$ cat config.mk
export PLATFORM = sky130hd
export DESIGN_NAME = store_buffer_arbiter_flat
export DESIGN_NICKNAME = d
export VERILOG_FILES = /design/src/rtl/store_buffer_arbiter_if.sv /design/src/rtl/store_buffer_arbiter.sv /design/src/flat_wrapper.sv
export SDC_FILE = /design/constraint.sdc
export NUM_CORES = 1
export LEC_CHECK = 0
export ABC_AREA = 0
export ABC_CLOCK_PERIOD_IN_PS = 5000
export BUFFER_PORTS_ARGS = -buffer_cell sky130_fd_sc_hd__clkbuf_2
export CORE_AREA = 2 2 125 248
export CTS_BUF_LIST = sky130_fd_sc_hd__clkbuf_16
export CTS_CLUSTER_DIAMETER = 100
export DETAILED_ROUTE_END_ITERATION = 8
export DIE_AREA = 0 0 127 250
export PLACE_DENSITY = 0.72
export SLEW_MARGIN = 20
export SYNTH_ARGS = -nofsm -noshare
export SYNTH_HDL_FRONTEND = slang
export SYNTH_SLANG_ARGS = --single-unit
$ cat constraint.sdc
create_clock -name clk -period 5 [get_ports clk]
set_input_delay 0.25 -clock clk [delete_from_list [all_inputs] [get_ports clk]]
set_output_delay 0.25 -clock clk [all_outputs]
set_load 0.01 [all_outputs]
$ cat src/rtl/store_buffer_arbiter_if.sv
// Bus bundle for the store buffer arbiter: store/load requester side and the
// single data-memory port. The arbiter uses the slave modport.
interface store_buffer_arbiter_if #(
    parameter int ADDR_WIDTH = 32,
    parameter int DATA_WIDTH = 32,
    parameter int PTR_WIDTH  = 2
);
    logic                      st_valid;
    logic                      st_ready;
    logic [ADDR_WIDTH-1:0]     st_addr;
    logic [DATA_WIDTH-1:0]     st_wdata;
    logic [DATA_WIDTH/8-1:0]   st_wstrb;

    logic                      ld_valid;
    logic                      ld_ready;
    logic [ADDR_WIDTH-1:0]     ld_addr;
    logic                      ld_rvalid;
    logic [DATA_WIDTH-1:0]     ld_rdata;

    logic                      drain_req;

    logic                      mem_req;
    logic                      mem_wr;
    logic [ADDR_WIDTH-1:0]     mem_addr;
    logic [DATA_WIDTH/8-1:0]   mem_wstrb;
    logic [DATA_WIDTH-1:0]     mem_wdata;
    logic                      mem_addr_ok;
    logic                      mem_data_ok;
    logic [DATA_WIDTH-1:0]     mem_rdata;

    logic                      sb_empty;
    logic [PTR_WIDTH:0]        sb_count;

    modport master (
        output st_valid, st_addr, st_wdata, st_wstrb,
        output ld_valid, ld_addr, drain_req,
        output mem_addr_ok, mem_data_ok, mem_rdata,
        input  st_ready, ld_ready, ld_rvalid, ld_rdata,
        input  mem_req, mem_wr, mem_addr, mem_wstrb, mem_wdata,
        input  sb_empty, sb_count
    );

    modport slave (
        input  st_valid, st_addr, st_wdata, st_wstrb,
        input  ld_valid, ld_addr, drain_req,
        input  mem_addr_ok, mem_data_ok, mem_rdata,
        output st_ready, ld_ready, ld_rvalid, ld_rdata,
        output mem_req, mem_wr, mem_addr, mem_wstrb, mem_wdata,
        output sb_empty, sb_count
    );
endinterface

$ cat src/rtl/store_buffer_arbiter.sv
// Circular store buffer plus single-port memory scheduler shared with the load
// path; aliased loads wait until the matching stores have drained.
module store_buffer_arbiter #(
    parameter int ADDR_WIDTH = 32,
    parameter int DATA_WIDTH = 32,
    parameter int SB_DEPTH   = 4,
    parameter int PTR_WIDTH  = 2
) (
    input  logic                  clk,
    input  logic                  resetn,
    store_buffer_arbiter_if.slave bus
);
    localparam int STRB_W = DATA_WIDTH / 8;

    typedef enum logic [2:0] {
        IDLE,
        RD_ADDR,
        RD_DATA,
        WR_ADDR,
        WR_DATA
    } state_e;

    state_e                  state_q, state_d;

    logic [ADDR_WIDTH-1:0]   sb_addr_q [SB_DEPTH];
    logic [DATA_WIDTH-1:0]   sb_data_q [SB_DEPTH];
    logic [STRB_W-1:0]       sb_strb_q [SB_DEPTH];
    logic [SB_DEPTH-1:0]     sb_vld_q;
    logic [PTR_WIDTH-1:0]    head_q, tail_q;
    logic [PTR_WIDTH:0]      count_q;

    logic [ADDR_WIDTH-1:0]   ld_addr_q;
    logic                    ld_rvalid_q;
    logic [DATA_WIDTH-1:0]   ld_rdata_q;

    logic                    full, empty, st_ready, st_fire, deq;
    logic                    ld_hit, ld_accept, mem_req, mem_wr;

    function automatic logic [PTR_WIDTH-1:0] ptr_inc(input logic [PTR_WIDTH-1:0] p);
        return (p == PTR_WIDTH'(SB_DEPTH - 1)) ? '0 : p + PTR_WIDTH'(1);
    endfunction

    assign full     = (count_q == (PTR_WIDTH+1)'(SB_DEPTH));
    assign empty    = (count_q == '0);
    assign st_ready = resetn && !full;
    assign st_fire  = bus.st_valid && st_ready;
    assign deq      = (state_q == WR_DATA) && bus.mem_data_ok;

    // A store accepted in the same cycle is older than the load and aliases too.
    always_comb begin
        ld_hit = st_fire && (bus.st_addr[ADDR_WIDTH-1:2] == bus.ld_addr[ADDR_WIDTH-1:2]);
        for (int i = 0; i < SB_DEPTH; i++) begin
            if (sb_vld_q[i] && (sb_addr_q[i][ADDR_WIDTH-1:2] == bus.ld_addr[ADDR_WIDTH-1:2]))
                ld_hit = 1'b1;
        end
    end

    always_comb begin
        state_d   = state_q;
        ld_accept = 1'b0;
        mem_req   = 1'b0;
        mem_wr    = 1'b0;
        unique case (state_q)
            IDLE: begin
                if ((full || bus.drain_req) && !empty) begin
                    state_d = WR_ADDR;
                end else if (bus.ld_valid && !ld_hit) begin
                    ld_accept = resetn;
                    state_d   = RD_ADDR;
                end else if (!empty) begin
                    state_d = WR_ADDR;
                end
            end
            RD_ADDR: begin
                mem_req = 1'b1;
                if (bus.mem_addr_ok) state_d = RD_DATA;
            end
            RD_DATA: begin
                if (bus.mem_data_ok) state_d = IDLE;
            end
            WR_ADDR: begin
                mem_req = 1'b1;
                mem_wr  = 1'b1;
                if (bus.mem_addr_ok) state_d = WR_DATA;
            end
            WR_DATA: begin
                if (bus.mem_data_ok) state_d = IDLE;
            end
            default: state_d = IDLE;
        endcase
    end

    always_ff @(posedge clk or negedge resetn) begin
        if (!resetn) begin
            state_q     <= IDLE;
            head_q      <= '0;
            tail_q      <= '0;
            count_q     <= '0;
            sb_vld_q    <= '0;
            ld_rvalid_q <= 1'b0;
            ld_rdata_q  <= '0;
        end else begin
            state_q <= state_d;
            if (st_fire) begin
                tail_q           <= ptr_inc(tail_q);
                sb_vld_q[tail_q] <= 1'b1;
            end
            if (deq) begin
                head_q           <= ptr_inc(head_q);
                sb_vld_q[head_q] <= 1'b0;
            end
            unique case ({st_fire, deq})
                2'b10:   count_q <= count_q + (PTR_WIDTH+1)'(1);
                2'b01:   count_q <= count_q - (PTR_WIDTH+1)'(1);
                default: ;
            endcase
            ld_rvalid_q <= (state_q == RD_DATA) && bus.mem_data_ok;
            if ((state_q == RD_DATA) && bus.mem_data_ok) ld_rdata_q <= bus.mem_rdata;
        end
    end

    // Payload storage carries no reset; the valid bits qualify it.
    always_ff @(posedge clk) begin
        if (st_fire) begin
            sb_addr_q[tail_q] <= bus.st_addr;
            sb_data_q[tail_q] <= bus.st_wdata;
            sb_strb_q[tail_q] <= bus.st_wstrb;
        end
        if (ld_accept) ld_addr_q <= bus.ld_addr;
    end

    assign bus.st_ready  = st_ready;
    assign bus.ld_ready  = ld_accept;
    assign bus.ld_rvalid = ld_rvalid_q;
    assign bus.ld_rdata  = ld_rdata_q;
    assign bus.mem_req   = mem_req;
    assign bus.mem_wr    = mem_wr;
    assign bus.mem_addr  = (state_q == RD_ADDR) ? ld_addr_q : sb_addr_q[head_q];
    assign bus.mem_wdata = sb_data_q[head_q];
    assign bus.mem_wstrb = mem_wr ? sb_strb_q[head_q] : '0;
    assign bus.sb_empty  = empty;
    assign bus.sb_count  = count_q;
endmodule

$ cat src/flat_wrapper.sv
// flat-port wrapper written by rule: the top's interface ports become plain ports
module store_buffer_arbiter_flat 
#(
    parameter int ADDR_WIDTH = 32,
    parameter int DATA_WIDTH = 32,
    parameter int SB_DEPTH   = 4,
    parameter int PTR_WIDTH  = 2
)
  (clk, resetn, bus_st_valid, bus_st_addr, bus_st_wdata, bus_st_wstrb, bus_ld_valid, bus_ld_addr, bus_drain_req, bus_mem_addr_ok, bus_mem_data_ok, bus_mem_rdata, bus_st_ready, bus_ld_ready, bus_ld_rvalid, bus_ld_rdata, bus_mem_req, bus_mem_wr, bus_mem_addr, bus_mem_wstrb, bus_mem_wdata, bus_sb_empty, bus_sb_count);
  store_buffer_arbiter_if #(.ADDR_WIDTH(ADDR_WIDTH), .DATA_WIDTH(DATA_WIDTH), .PTR_WIDTH(PTR_WIDTH)) bus_i ();
  input  logic clk;
  input  logic resetn;
  input wire logic [$bits(bus_i.st_valid)-1:0] bus_st_valid;
  input wire logic [$bits(bus_i.st_addr)-1:0] bus_st_addr;
  input wire logic [$bits(bus_i.st_wdata)-1:0] bus_st_wdata;
  input wire logic [$bits(bus_i.st_wstrb)-1:0] bus_st_wstrb;
  input wire logic [$bits(bus_i.ld_valid)-1:0] bus_ld_valid;
  input wire logic [$bits(bus_i.ld_addr)-1:0] bus_ld_addr;
  input wire logic [$bits(bus_i.drain_req)-1:0] bus_drain_req;
  input wire logic [$bits(bus_i.mem_addr_ok)-1:0] bus_mem_addr_ok;
  input wire logic [$bits(bus_i.mem_data_ok)-1:0] bus_mem_data_ok;
  input wire logic [$bits(bus_i.mem_rdata)-1:0] bus_mem_rdata;
  output wire logic [$bits(bus_i.st_ready)-1:0] bus_st_ready;
  output wire logic [$bits(bus_i.ld_ready)-1:0] bus_ld_ready;
  output wire logic [$bits(bus_i.ld_rvalid)-1:0] bus_ld_rvalid;
  output wire logic [$bits(bus_i.ld_rdata)-1:0] bus_ld_rdata;
  output wire logic [$bits(bus_i.mem_req)-1:0] bus_mem_req;
  output wire logic [$bits(bus_i.mem_wr)-1:0] bus_mem_wr;
  output wire logic [$bits(bus_i.mem_addr)-1:0] bus_mem_addr;
  output wire logic [$bits(bus_i.mem_wstrb)-1:0] bus_mem_wstrb;
  output wire logic [$bits(bus_i.mem_wdata)-1:0] bus_mem_wdata;
  output wire logic [$bits(bus_i.sb_empty)-1:0] bus_sb_empty;
  output wire logic [$bits(bus_i.sb_count)-1:0] bus_sb_count;
  assign bus_i.st_valid = bus_st_valid;
  assign bus_i.st_addr = bus_st_addr;
  assign bus_i.st_wdata = bus_st_wdata;
  assign bus_i.st_wstrb = bus_st_wstrb;
  assign bus_i.ld_valid = bus_ld_valid;
  assign bus_i.ld_addr = bus_ld_addr;
  assign bus_i.drain_req = bus_drain_req;
  assign bus_i.mem_addr_ok = bus_mem_addr_ok;
  assign bus_i.mem_data_ok = bus_mem_data_ok;
  assign bus_i.mem_rdata = bus_mem_rdata;
  assign bus_st_ready = bus_i.st_ready;
  assign bus_ld_ready = bus_i.ld_ready;
  assign bus_ld_rvalid = bus_i.ld_rvalid;
  assign bus_ld_rdata = bus_i.ld_rdata;
  assign bus_mem_req = bus_i.mem_req;
  assign bus_mem_wr = bus_i.mem_wr;
  assign bus_mem_addr = bus_i.mem_addr;
  assign bus_mem_wstrb = bus_i.mem_wstrb;
  assign bus_mem_wdata = bus_i.mem_wdata;
  assign bus_sb_empty = bus_i.sb_empty;
  assign bus_sb_count = bus_i.sb_count;
  store_buffer_arbiter #(.ADDR_WIDTH(ADDR_WIDTH), .DATA_WIDTH(DATA_WIDTH), .SB_DEPTH(SB_DEPTH), .PTR_WIDTH(PTR_WIDTH)) u_core (.clk(clk), .resetn(resetn), .bus(bus_i));
endmodule
[Yosys cells after proc, flatten, opt, wreduce, memory -nomap -nowiden]
Memory sizes are Yosys's and may differ from the RTL's.
Index checks and enable logic that the tools add are counted.
Storage, ports and cells
  flip-flop bits (word level): 79
  RAM bits: 272
  input bits: 139
  output and inout port bits: 109
  word-level logic and storage cells: 92
  memories kept: 3
Cells by class
  add/sub/neg operators: 4
  magnitude comparators: 4
  equality and inequality tests: 18
  multiplexer cells: 29
  bitwise operators: 3
  reduce and logical (&&, ||, !) cells: 23
Memory list
  u_core.sb_addr_q: words 4, bits a word 32, read ports 5, clocked after memory_dff 0, wr ports 1, line store_buffer_arbiter.sv:25  | logic [ADDR_WIDTH-1:0] sb_addr_q [SB_DEPTH];
  u_core.sb_data_q: words 4, bits a word 32, read ports 1, clocked after memory_dff 0, wr ports 1, line store_buffer_arbiter.sv:26  | logic [DATA_WIDTH-1:0] sb_data_q [SB_DEPTH];
  u_core.sb_strb_q: words 4, bits a word 4, read ports 1, clocked after memory_dff 0, wr ports 1, line store_buffer_arbiter.sv:27  | logic [STRB_W-1:0] sb_strb_q [SB_DEPTH];
Operators by type and width (number)
  equality test 30 bit: 5
  2-to-1 mux 32 bit: 1
  2-to-1 mux 3 bit: 6
  logical AND 1 bit: 13
  2-to-1 mux 1 bit: 13
  2-to-1 mux 4 bit: 3
  case mux 3 bit (4 select lines): 1
  equality test 2 bit, second input constant: 3
  equality test 3 x 2 -> 1 bit, second input constant: 2
  equality test 3 bit, second input constant: 2
  logical NOT 3 bit: 2
  less-than comparator 2 x 3 -> 1 bit, second input constant: 2
  case mux 3 bit (2 select lines): 1
  adder 2 x 1 -> 2 bit, second input constant: 2
  AND 4 bit: 1
  demux 1 bit (select 2 bit): 2
  >= comparator 2 x 1 -> 1 bit, second input constant: 2
  2-to-1 mux 2 bit: 2
  != test 2 bit, second input constant: 2
  != test 4 bit, second input constant: 1
  inverter 4 bit: 1
  bitwise OR 4 bit: 1
  AND reduction 4 bit: 1
  OR reduction 2 bit: 2
  other kinds (8): 10

[Depth between registers and ports, before layout]
  depth in word-level cells: 14
  depth in mapped cells: 10
  gate-level depth less buffers: 9

[Worst setup path after synthesis]
Ideal clock, no wire load.
  path kind: register to register
  start point: reg u_core.count_q[0], in the netlist u_core.bus.sb_count[0]
  end point: reg u_core.ld_addr_q[0], enable pin
  library setup time: 0.515 ns
  arrival time: 4.500 ns
  required time: 4.485 ns
  slack: -0.014 ns
  stages on the path, launching flop included: 5
  buffers on the path: 0
  clock period less this slack: 5.014 ns
  cell sequence: dfrtp_1 nor2_1 a21boi_0 nand3_1 nor4_1
On the way
  word-level cells in the longest chain between the ends: 14
  elaborated cells on any way between the ends: 18
  classes of those cells: 1 x eq/ne; 7 x mux; 10 x reduce/logical
Ends and longest elaborated chain
  start, declared: line store_buffer_arbiter.sv:30  | logic [PTR_WIDTH:0] count_q;
  start signal, assigned: line store_buffer_arbiter.sv:113  | 2'b10: count_q <= count_q + (PTR_WIDTH+1)'(1);
  start signal, assigned: line store_buffer_arbiter.sv:114  | 2'b01: count_q <= count_q - (PTR_WIDTH+1)'(1);
  equality test 3 bit: line store_buffer_arbiter.sv:43  | assign full = (count_q == (PTR_WIDTH+1)'(SB_DEPTH));
  logical NOT 1 bit: line store_buffer_arbiter.sv:45  | assign st_ready = resetn && !full;
  logical AND 1 bit: line store_buffer_arbiter.sv:45
  via bus_st_ready: line flat_wrapper.sv:23  | output wire logic [$bits(bus_i.st_ready)-1:0] bus_st_ready;
  logical AND 1 bit: line store_buffer_arbiter.sv:46  | assign st_fire = bus.st_valid && st_ready;
  logical AND 1 bit: line store_buffer_arbiter.sv:51  | ld_hit = st_fire && (bus.st_addr[ADDR_WIDTH-1:2] == bus.ld_addr[ADDR_WIDTH-1:2]);
  2-to-1 mux 1 bit (4 in a row): line store_buffer_arbiter.sv:53  | if (sb_vld_q[i] && (sb_addr_q[i][ADDR_WIDTH-1:2] == bus.ld_addr[ADDR_WIDTH-1:2]))
  logical NOT 1 bit: line store_buffer_arbiter.sv:67  | end else if (bus.ld_valid && !ld_hit) begin
  logical AND 1 bit: line store_buffer_arbiter.sv:67
  2-to-1 mux 1 bit: line store_buffer_arbiter.sv:67
  2-to-1 mux 1 bit: line store_buffer_arbiter.sv:65  | if ((full || bus.drain_req) && !empty) begin
  2-to-1 mux 1 bit: line store_buffer_arbiter.sv:63  | unique case (state_q)
  via bus_ld_ready: line flat_wrapper.sv:24  | output wire logic [$bits(bus_i.ld_ready)-1:0] bus_ld_ready;
  end signal, assigned: line store_buffer_arbiter.sv:129  | if (ld_accept) ld_addr_q <= bus.ld_addr;
  end, declared: line store_buffer_arbiter.sv:32  | logic [ADDR_WIDTH-1:0] ld_addr_q;
The timed path passes the listed nets, and every way through them passes these cells.
A chain may end at the register's enable or synchronous reset.

[Final worst setup path]
  start point: in bus_ld_addr[23]
  end point: out bus_ld_ready
On the way
  word-level cells in the longest chain between the ends: 11
  elaborated cells on any way between the ends: 19
  classes of those cells: 5 x eq/ne; 7 x mux; 7 x reduce/logical
Ends and longest elaborated chain
  start, declared: line flat_wrapper.sv:18  | input wire logic [$bits(bus_i.ld_addr)-1:0] bus_ld_addr;
  equality test 30 bit, on equally long branches: line store_buffer_arbiter.sv:51, store_buffer_arbiter.sv:53
  logical AND 1 bit, on equally long branches: line store_buffer_arbiter.sv:51, store_buffer_arbiter.sv:53
  2-to-1 mux 1 bit (3 in a row): line store_buffer_arbiter.sv:53
  2-to-1 mux 1 bit *: line store_buffer_arbiter.sv:53
  logical NOT 1 bit *: line store_buffer_arbiter.sv:67
  logical AND 1 bit *: line store_buffer_arbiter.sv:67
  2-to-1 mux 1 bit *: line store_buffer_arbiter.sv:67
  2-to-1 mux 1 bit *: line store_buffer_arbiter.sv:65
  2-to-1 mux 1 bit *: line store_buffer_arbiter.sv:63
  end, declared: line flat_wrapper.sv:24
Mark *: on every way between the ends. The rest lies on a longest branch, timed or not.

==> flow_summary_export.csv <==
group,metric,value,unit
outcome,status,"complete, no violations",
min_path,hold_path.class,"in -> reg",
detailed_routing,dr.pass1.iters,5,
global_routing,grt-ovfl-total,0,
place,port_buffers,247,
synthesis,synth-main-ff-cell,"edfxtp_1",
clocking,path_clk_slew,0.06,ns
clocking,clockRootBuffer,"clkbuf_16",
flow_run,cap_violations,0,
sta,rsz0062_at_grt,"no",
clocking,post-cts-setup-buffers,0,
sta,slew_headroom,33.7,%
power,p_switching,2.85,mW
worst_setup_path,critPathLaunch,"bus_ld_addr[23]",
die,pin_count,248,
worst_setup_path,crit_buf_inv,4,
clocking,htreeDepth,1,
synthesis,synth_edf_count,304,
sta,fin_crit_sh,73.9,%
worst_setup_path,timing.rr.start,"u_core.bus.sb_count[0]$_DFFE_PN0P_",
worst_setup_path,path_max_fanout,33,
finish,fin_nets,1314,
clocking,cts_made_buffers,30,
power,irDropWorstVdd,399,uV
worst_setup_path,end_kind,"primary output",
die,num_rows,90,
die,chipHeight,250,um
detailed_routing,drc,0,
place,gp_congestion,0.862,
sta,setup_tns,0,ns
synthesis,netlist_area,0.0150,sq mm
die,dieWidth,127,um
min_path,min_from,"bus_ld_addr[30]",
worst_setup_path,critPathLaunchType,"input port",
die,core_area,0.0300,sq mm
worst_setup_path,worst_path_most_repeated_cell,"clkbuf_2",
sta,worstMarginPinSlew,0.994,ns
power,p_seq_share,44.9,%
worst_setup_path,critical_path_class,"in -> out",
global_routing,grt_pass1_wl,53.0,mm
power,leakage,6.76,nW
detailed_routing,ant_nets,0,
sta,maxSlewViolCount,0,
detailed_routing,dr.first_iter.drc_count,615,
clocking,cts_tree,"built",
die,die-area,0.0318,sq mm
clocking,clock_latency,0.58,ns
worst_setup_path,slowest_delay,0.77,ns
global_routing,grt_usage,22.1,%
sta,hold_viol,0,
sta,clock_skew,0.0287,ns
finish,diodes,0,
place,dp.final_hpwl,23.6,mm
synthesis,syn_area_per_cell,18.4,sq um
min_path,hold_depth,1,
synthesis,syn_nets,965,
finish,drive_above_1_share,37.7,%
worst_setup_path,cp_top_family,"simple AND/OR/NAND/NOR gates",
detailed_routing,via_count,8518,
global_routing,antenna_found_initial,0,
synthesis,yosysWarnings,0,
synthesis,netlist_instances,816,
synthesis,yosys_register_bits,351,
clocking,cts_resized,0,
power,pwr-share-clk,23.7,%
detailed_routing,vias_per_cell,5.48,
finish,areaGrowthSynthToFinish,23.8,%
worst_setup_path,cp-endpoint,"bus_ld_ready",
global_routing,grt_max_degree,50,
worst_setup_path,reg2reg_setup_slack,2.46,ns
worst_setup_path,crit_required,4.75,ns
worst_setup_path,cp.arrival,3.45,ns
power,power_density,487,mW/mm^2
power,switching_share,31.4,%
synthesis,ys_types,40,
detailed_routing,wl_per_cell,22.6,um
clocking,cts.sinks,351,
clocking,holdBufCountCts,113,
worst_setup_path,reg2reg_depth,4,
power,finalPower,9.08,mW
clocking,clk_path_buf_depth,3,
sta,fmax,271,MHz
worst_setup_path,crit_chain,"dlygate4sd3_1 -> clkbuf_2 -> xor2_1 -> nor4_1 -> nand4_1 -> or3_4 -> o311ai_4 -> nor4_4 -> buf_4 -> clkbuf_2",
die,initial_core_util,50.2,%
worst_setup_path,path_depth,10,
detailed_routing,wirelength,35.2,mm
sta,final-setup-viol-count,0,
synthesis,async_reset_ff_share,13.4,%
power,p_comb_share,31.4,%
power,p_int,6.22,mW
finish,fillerInstances,2181,
synthesis,ys_seq_area_share,68.5,%
global_routing,grt_pass1_vias,8987,
worst_setup_path,r2r-end,"u_core.sb_data_q[2][4]$_DFFE_PP_",
sta,fin_crit,3.70,ns
worst_setup_path,crit_slowest_cell,"nor4_1",
-- registers in the layout, summed over array words and instances (netlist names), 3 cells and up --
signal,cells
u_core.sb_addr_q,128
u_core.sb_data_q,128
u_core.bus.ld_rdata,32
u_core.ld_addr_q,32
u_core.sb_strb_q,16
u_core.sb_vld_q,4
u_core.bus.sb_count,3
u_core.state_q,3
-- cell families (layout without fill, tap and decap cells) --
kind of cell,count (synthesis),count (layout),synth area share (%)
buf+inv,66,437,2.28
flops,351,351,68.5
mux,134,134,15.1
fa+ha+maj,10,10,0.882
simple gates,85,85,3.36
compound gates,17,17,0.924
xor+xnor,153,153,8.91
-- power groups by stage --
stage | clock (mW) | sequential (mW) | combinational (mW)
4_1_cts | 2.21 | 4.09 | 2.86
2_1_floorplan | 0 | 3.95 | 1.87
3_5_place_dp | 0 | 4.15 | 2.77
6_report | 2.15 | 4.07 | 2.85
5_1_grt | 2.30 | 4.14 | 3.07
3_3_place_gp | 0 | 4.12 | 2.74
-- cells in the mapped netlist (3+ instances only) --
master,instances,share of area (%)
nor2_1,9,0.22
inv_1,12,0.30
mux4_2,68,10
ha_1,9,0.75
nand3_1,4,0.13
o21ai_0,6,0.20
and2_1,4,0.17
nand2_1,7,0.17
dfrtp_1,47,7.8
and3_1,5,0.21
clkbuf_1,12,0.30
nor4_1,19,0.79
buf_2,31,1.0
xnor2_1,103,6.0
nand4_1,27,1.1
edfxtp_1,304,61
buf_6,7,0.52
xor2_1,50,2.9
a2bb2oi_1,4,0.23
mux2_2,64,4.8
buf_1,3,0.075
-- placed cells by master (no fill, tap or decap), types with 7 or more instances in the layout --
cell,instances
edfxtp_1,304
clkbuf_2,247
dlygate4sd3_1,113
xnor2_1,103
mux4_2,68
mux2_2,64
xor2_1,50
dfrtp_1,45
clkbuf_16,30
nand4_1,27
nor4_1,18
inv_1,15
buf_4,10
ha_1,9
nor2_1,8
nand2_1,7
-- worst min path at each step --
stage / end / slack, ns
6_report: u_core.ld_addr_q[30]$_DFFE_PP_ / 0.01
5_1_grt: u_core.ld_addr_q[30]$_DFFE_PP_ / 0.009
4_1_cts: u_core.ld_addr_q[16]$_DFFE_PP_ / 0.0009
3_5_place_dp: u_core.bus.ld_rdata[27]$_DFFE_PN0P_ / 0.39
3_3_place_gp: u_core.bus.ld_rdata[21]$_DFFE_PN0P_ / 0.37
2_1_floorplan: u_core.bus.ld_rdata[0]$_DFFE_PN0P_ / -0.05
-- worst reg2reg max path, cell delays in order (launching register included) --
cell,delay [ns]
dfrtp_1,0.46
nor2_1,0.12
a21oi_2,0.34
and2_4,0.63
buf_4,0.59
-- through the flow --
step / hold WS (ns) / worst slack [ns] / utilization [%] / instance area, sq um / cells
3_5_place_dp: 0.390 / 1.89 / 55.3 / 16600 / 1387
4_1_cts: 0.000861 / 1.34 / 62.1 / 18600 / 1554
6_report: 0.0148 / 1.30 / 62.2 / 18600 / 1555
5_1_grt: 0.00921 / 1.13 / 62.2 / 18600 / 1555
3_3_place_gp: 0.371 / 2.00 / 55.3 / 16600 / 1387
2_1_floorplan: -0.0456 / 1.42 / - / 15000 / 816
-- per-layer routing --
layer  GRT usage [%]  vias to the layer above  wire length, um
met4            8.38                        0             1280
met2            36.5                      354            17300
met3            3.28                       64             2380
met5               0                        -                0
li1                -                     3856                -
met1            29.9                     4244            14300
-- area by class of cell --
cell class	count	area (sq um)	area share (%)
clock inverter	24	148	0.793
inverter	12	45.0	0.242
sequential	351	10300	55.4
clock buffer	30	751	4.03
multi-input combinational	399	4430	23.8
tap	368	460	2.47
timing repair buffer	371	2470	13.3
No activity file was read; power rests on OpenSTA's default activity.
